File: src/rtl/gpio_bank_emu.sv
// rtl/gpio_bank_emu.sv - GPIO bank register emulation behind asynchronous strobes
// Optional feature macro: GPIO_BANK_IRQ_EN (latch-rise interrupt status/mask and irq).
// Ports:
//   clk, n_reset                 - clock, asynchronous active-low reset
//   saddress, srd, swr, sdata_in - register address, async read/write strobes, write data
//   sdata_out, sack              - registered read data, one-cycle access-complete pulse
//   gpio_in, gpio_latch          - pin inputs and their async capture strobe
//   gpio_out, gpio_oe            - pin drive value and output enable
//   gpio_in_s_insp               - latched pin inputs
//   irq                          - level interrupt (0 unless GPIO_BANK_IRQ_EN)
module gpio_bank_emu #(
  parameter int unsigned GPIO_W     = 8,
  parameter int unsigned DATA_SHIFT = 8,
  parameter logic [7:0]  BASE_HI    = 8'h6B
) (
  input  logic              clk,
  input  logic              n_reset,
  input  logic [15:0]       saddress,
  input  logic              srd,
  input  logic              swr,
  input  logic [31:0]       sdata_in,
  output logic [31:0]       sdata_out,
  output logic              sack,
  input  logic [GPIO_W-1:0] gpio_in,
  input  logic              gpio_latch,
  output logic [GPIO_W-1:0] gpio_out,
  output logic [GPIO_W-1:0] gpio_oe,
  output logic [GPIO_W-1:0] gpio_in_s_insp,
  output logic              irq
);

  if (GPIO_W < 1 || GPIO_W > 24 || GPIO_W + DATA_SHIFT > 32) begin : g_param_check
    $error("gpio_bank_emu: GPIO_W/DATA_SHIFT out of range");
  end

  // Synchronizers preset to 1 so a strobe held high across reset release
  // looks like "already high" and produces no edge until it toggles.
  logic [2:0] rd_sync, wr_sync, lt_sync;
  logic       rd_edge, wr_edge, lt_edge;

  always_ff @(posedge clk or negedge n_reset) begin
    if (!n_reset) begin
      rd_sync <= 3'b111;
      wr_sync <= 3'b111;
      lt_sync <= 3'b111;
    end else begin
      rd_sync <= {rd_sync[1:0], srd};
      wr_sync <= {wr_sync[1:0], swr};
      lt_sync <= {lt_sync[1:0], gpio_latch};
    end
  end

  assign rd_edge = rd_sync[1] & ~rd_sync[2];
  assign wr_edge = wr_sync[1] & ~wr_sync[2];
  assign lt_edge = lt_sync[1] & ~lt_sync[2];

  logic              hit;
  logic [3:0]        sel;
  logic [GPIO_W-1:0] out_r, dir_r, in_s;
  logic [GPIO_W-1:0] wr_field, in_val, rd_field;
  logic [GPIO_W-1:0] irq_status, irq_mask;
  logic [31:0]       rd_word;
  logic              unused_bits;

  assign hit         = (saddress[15:8] == BASE_HI) && (saddress[3:0] == 4'h0);
  assign sel         = saddress[7:4];
  assign wr_field    = sdata_in[DATA_SHIFT +: GPIO_W];
  assign in_val      = (dir_r & out_r) | (~dir_r & in_s);
  assign unused_bits = ^sdata_in;

  always_comb begin
    rd_field = '0;
    if (hit) begin
      case (sel)
        4'd0:    rd_field = out_r;
        4'd1:    rd_field = in_val;
        4'd2:    rd_field = dir_r;
        4'd3:    rd_field = irq_status;
        4'd4:    rd_field = irq_mask;
        default: rd_field = '0;
      endcase
    end
  end

  always_comb begin
    rd_word = '0;
    rd_word[DATA_SHIFT +: GPIO_W] = rd_field;
  end

  // Read mux uses pre-write state, so a coincident read/write returns the old value.
  always_ff @(posedge clk or negedge n_reset) begin
    if (!n_reset) begin
      out_r     <= '0;
      dir_r     <= '0;
      in_s      <= '0;
      sdata_out <= '0;
      sack      <= 1'b0;
    end else begin
      sack <= rd_edge | wr_edge;
      if (rd_edge) sdata_out <= rd_word;
      if (wr_edge && hit && sel == 4'd0) out_r <= wr_field;
      if (wr_edge && hit && sel == 4'd2) dir_r <= wr_field;
      if (lt_edge) in_s <= gpio_in;
    end
  end

`ifdef GPIO_BANK_IRQ_EN
  logic [GPIO_W-1:0] rise, w1c;

  assign rise = lt_edge ? (gpio_in & ~in_s) : '0;
  assign w1c  = (wr_edge && hit && sel == 4'd3) ? wr_field : '0;

  // OR-ing rise after the clear lets a fresh capture win over a same-cycle W1C.
  always_ff @(posedge clk or negedge n_reset) begin
    if (!n_reset) begin
      irq_status <= '0;
      irq_mask   <= '0;
      irq        <= 1'b0;
    end else begin
      irq_status <= (irq_status & ~w1c) | rise;
      if (wr_edge && hit && sel == 4'd4) irq_mask <= wr_field;
      irq <= |(irq_status & irq_mask);
    end
  end
`else
  assign irq_status = '0;
  assign irq_mask   = '0;
  assign irq        = 1'b0;
`endif

  assign gpio_out       = out_r;
  assign gpio_oe        = dir_r;
  assign gpio_in_s_insp = in_s;

endmodule

File: config.mk
export PLATFORM = sky130hd
export DESIGN_NAME = gpio_bank_emu
export DESIGN_NICKNAME = d
export VERILOG_FILES = /design/src/rtl/gpio_bank_emu.sv
export SDC_FILE = /design/constraint.sdc
export NUM_CORES = 1
export LEC_CHECK = 0
export CORE_ASPECT_RATIO = 1.25
export CORE_MARGIN = 4
export CORE_UTILIZATION = 34
export DETAILED_ROUTE_END_ITERATION = 6
export PLACE_DENSITY = 0.79
export SETUP_SLACK_MARGIN = 0.5
export SLEW_MARGIN = 20
export SYNTH_ARGS = -nofsm -noshare
export SYNTH_HDL_FRONTEND = slang
export SYNTH_SLANG_ARGS = --single-unit
File: constraint.sdc
create_clock -name clk -period 1.6 [get_ports clk]
set_clock_uncertainty 0.05 [all_clocks]
set_input_delay 0.32 -clock clk [delete_from_list [all_inputs] [get_ports clk]]
set_output_delay 0.32 -clock clk [all_outputs]
set_load 0.01 [all_outputs]
==> summary.md, run 1 <==
| Metric | Value |
|---|---|
| Status | `finished, violations left` |
| Failing checks | `negative setup slack` |
| Fillcell total | `516` |
| Avg Vias per Cell | `approximately 4.4` |
| Final count of hold timing violations | `0` |
| Ports | `119` |
| Vias | `about 1600` |
| Synthesized flop and latch total | `42` |
| Setup CP Type | `flop to flop` |
| Hold/Removal Path Class | `flop to flop` |
| Core Area | `between 5000 and 6000 sq um` |
| Worst EP arrival | `between 1500 and 2000 ps` |
| Synth top area share | `0.3978` |
| Initial core utilization | `0.3544` |
| Core Util, Final | `0.5717` |
| Root Buffer | `clkbuf_8` |
| Commonest non-fill, non-tap cell in the layout | `buf_4` |
| Rows | `31` |
| RR Endpoint | `gpio_out[6]$_DFFE_PN0P_` |
| Synth warnings | `0` |
| RD Place Congestion | `0.7896` |
| GR Util All Layers | `0.1524` |
| CP Capture Type | `flop` |
| Reg clk slew, reported paths | `about 80 ps` |
| Largest net degree at the start of global routing | `43` |
| Overflow after GRT | `0` |
| Max-cap viol count | `0` |
| Antenna Diode Count | `0` |
| Fin crit period | `roughly 1800 ps` |
| Slew Viols, Final | `0` |
| Syn-to-layout area delta | `61.30%` |
| Register area share after synthesis | `0.5118` |
| Clock tree buffer depth | `2` |
| Crit Path Max Fanout | `8` |
| DIE WIDTH | `between 70 and 80 um` |
| Synth Cell Area | `around 2100 sq um` |
| Initial antenna violation count | `0` |
| Sink Count | `between 40 and 50` |
| Asr flop ratio synth | `1.000` |
| CTS tree | `built` |
| Critical Path Source Type | `flop` |
| Die Span Y | `95.36 um` |
| Routed length per instance | `~15 um` |
| I/O Buffers | `69` |
| Vias in the first global route | `roughly 1700` |
| Count of final setup violators | `16` |
| Synth area leader | `dfrtp_1` |
| Req. time, crit path | `about 1700 ps` |
| DP HPWL | `3.561 mm` |
| H-tree Lvls | `2` |
| Crit path launch | `wr_sync[1]$_DFF_PN1_` |
| Max VDD drop | `roughly 0.60 mV` |
| Critical-path top delay cell | `dfstp_2` |
| Drt pass-1 iters | `4` |
| CP cell instances | `nand2b_1 > or4_4 > nor2_8 > mux2_4` |
| Worst r2r src | `wr_sync[1]$_DFF_PN1_` |
| Share of post-route cells with drive strength above 1 | `0.5052` |
| Setup TNS Final | `-1695 ps` |
| Routed Wire Length | `5.649 mm` |
| Reg2reg path depth | `4` |
| EDFF count, synth | `0` |
| Top achievable clock speed | `around 0.55 GHz` |
| Placed Cells incl. Taps | `between 300 and 400` |
| Clk_lat worst skew | `between 200 and 300 ps` |
| Routed Antenna Nets | `0` |
| PwrDens | `682.7 nW/um^2` |
| Reg2Reg Setup Slack | `-200 ps` |
| DR DRC count | `0` |
| Crit-path max cell delay | `between 500 and 600 ps` |
| Commonest cells after routing, fill and taps aside | `buf_4 (38), dfrtp_1 (33), conb_1 (25)` |
| First-pass GRT wire length | `between 8 and 9 mm` |
| Post-Syn Area per Cell | `roughly 13 sq um` |
| Top post-synthesis cells by area | `dfrtp_1 (40%), dfstp_2 (11%), buf_4 (9.0%)` |
| Nets | `347` |
| Total Power Consumption | `2.286 mW` |
| Die area | `around 7400 sq um` |
| Ys flop type | `dfrtp_1` |
| WHS Path Cells | `0` |
| Layout Cells excl Fill | `369` |
| Worst Setup EP | `gpio_out[6]$_DFFE_PN0P_` |
| Final worst setup slack | `-203.6 ps` |
| DRT iter0 DRCs | `40` |
| Final worst path period share | `1.127` |
| Synth Instances | `roughly 170` |
| RSZ-0062 raised after global routing | `yes` |
| Synth cell types | `31` |
| Leak | `around 1.7 nW` |
| TritonCTS Buffers | `5` |
-- critical path, delay by kind of cell, from the launching register on --
family | cells | cell delay [ps]
flops | 1 | 540
mux | 1 | 330
simple gates | 3 | 770
-- worst min path at each step --
| stage | start | end | slack (ps) |
|---|---|---|---|
| after global placement | n_reset | gpio_in_s_insp[5]$_DFFE_PN0P_ | 260 |
| after detailed placement | n_reset | gpio_oe[2]$_DFFE_PN0P_ | 260 |
| after floorplan | n_reset | gpio_in_s_insp[0]$_DFFE_PN0P_ | -30 |
| after global routing | lt_sync[0]$_DFF_PN1_ | lt_sync[1]$_DFF_PN1_ | 310 |
| final | rd_sync[0]$_DFF_PN1_ | rd_sync[1]$_DFF_PN1_ | 310 |
| after CTS | wr_sync[0]$_DFF_PN1_ | wr_sync[1]$_DFF_PN1_ | 310 |
-- layout make-up --
class                   instances  area (sq um)  share of cell area
repair buffers                121          1077              0.3217
flip-flops and latches         42          1062              0.3173
multi-input cells             116          1015              0.3031
well taps                      82         102.6             0.03064
clock buffers                   7         86.33             0.02578
clock inverters                 1         5.005            0.001495
-- Yosys cell counts (2+ instances only) --
master,n
dfstp_2,9
dfrtp_1,33
o22a_1,8
mux2_1,2
nor2_1,2
nand2_1,9
clkbuf_1,3
mux2i_1,8
nor4bb_1,3
mux2_4,8
o21ai_1,7
buf_6,2
a21oi_1,8
and3b_1,8
buf_4,25
mux2_2,14
nand2b_1,2
-- logic make-up after synthesis --
family / Yosys count / share of synthesized area
simple gates: 34 / 0.1182
flops: 42 / 0.5118
mux: 32 / 0.1832
buf+inv: 31 / 0.1091
other cells: 1 / 0.001807
compound gates: 25 / 0.07595
-- metrics by stage --
step | hold WS [ps] | instance area (sq um) | worst slack [ps]
after floorplan | -25.59 | 2251 | -169.4
after global placement | 258.7 | 2907 | -597.8
after detailed placement | 259.9 | 2907 | -641.2
after CTS | 308.2 | 3217 | -224.5
after global routing | 312.6 | 3348 | -242.0
final | 306.6 | 3348 | -203.6
-- state kept, by name (all words and copies together) (netlist names) --
signal          count
gpio_in_s_insp      8
gpio_oe             8
gpio_out            8
sdata_out           8
lt_sync             3
rd_sync             3
wr_sync             3
sack                1
-- per-layer routing --
metal	up-vias	share of wire	global-route usage
li1	786	-	-
met1	775	0.40	0.1809
met2	63	0.52	0.2671
met3	6	0.072	0.04537
met4	0	0.012	0.04303
met5	-	0	0
-- timing repair --
| item | in CTS | in global routing |
|---|---|---|
| setup endpoints to repair | 65 | 66 |
| hold buffers | 1 | 0 |
| buffers inserted | 36 | 2 |
| pin swaps | 10 | 8 |
| resized for setup | 171 | 23 |
| gates cloned | 0 | 1 |
| hold endpoints to repair | 33 | 0 |
-- power by group --
part | internal, mW | switching, mW | total, mW
Combinational | 0.258 | 0.192 | 0.449
Clock | 0.348 | 0.353 | 0.701
Sequential | 1.11 | 0.0221 | 1.14
Power figures use the tool's default switching activity.
==> run 2, diff against run 1 <==
--- a/config.mk
+++ b/config.mk
@@ -8,6 +8,7 @@
 export CORE_ASPECT_RATIO = 1.25
 export CORE_MARGIN = 4
 export CORE_UTILIZATION = 34
+export CTS_CLUSTER_SIZE = 16
 export DETAILED_ROUTE_END_ITERATION = 6
 export PLACE_DENSITY = 0.79
 export SETUP_SLACK_MARGIN = 0.5
==> results of run 2 <==
No change in the layout: final DEF, timing and power equal those of run 1.
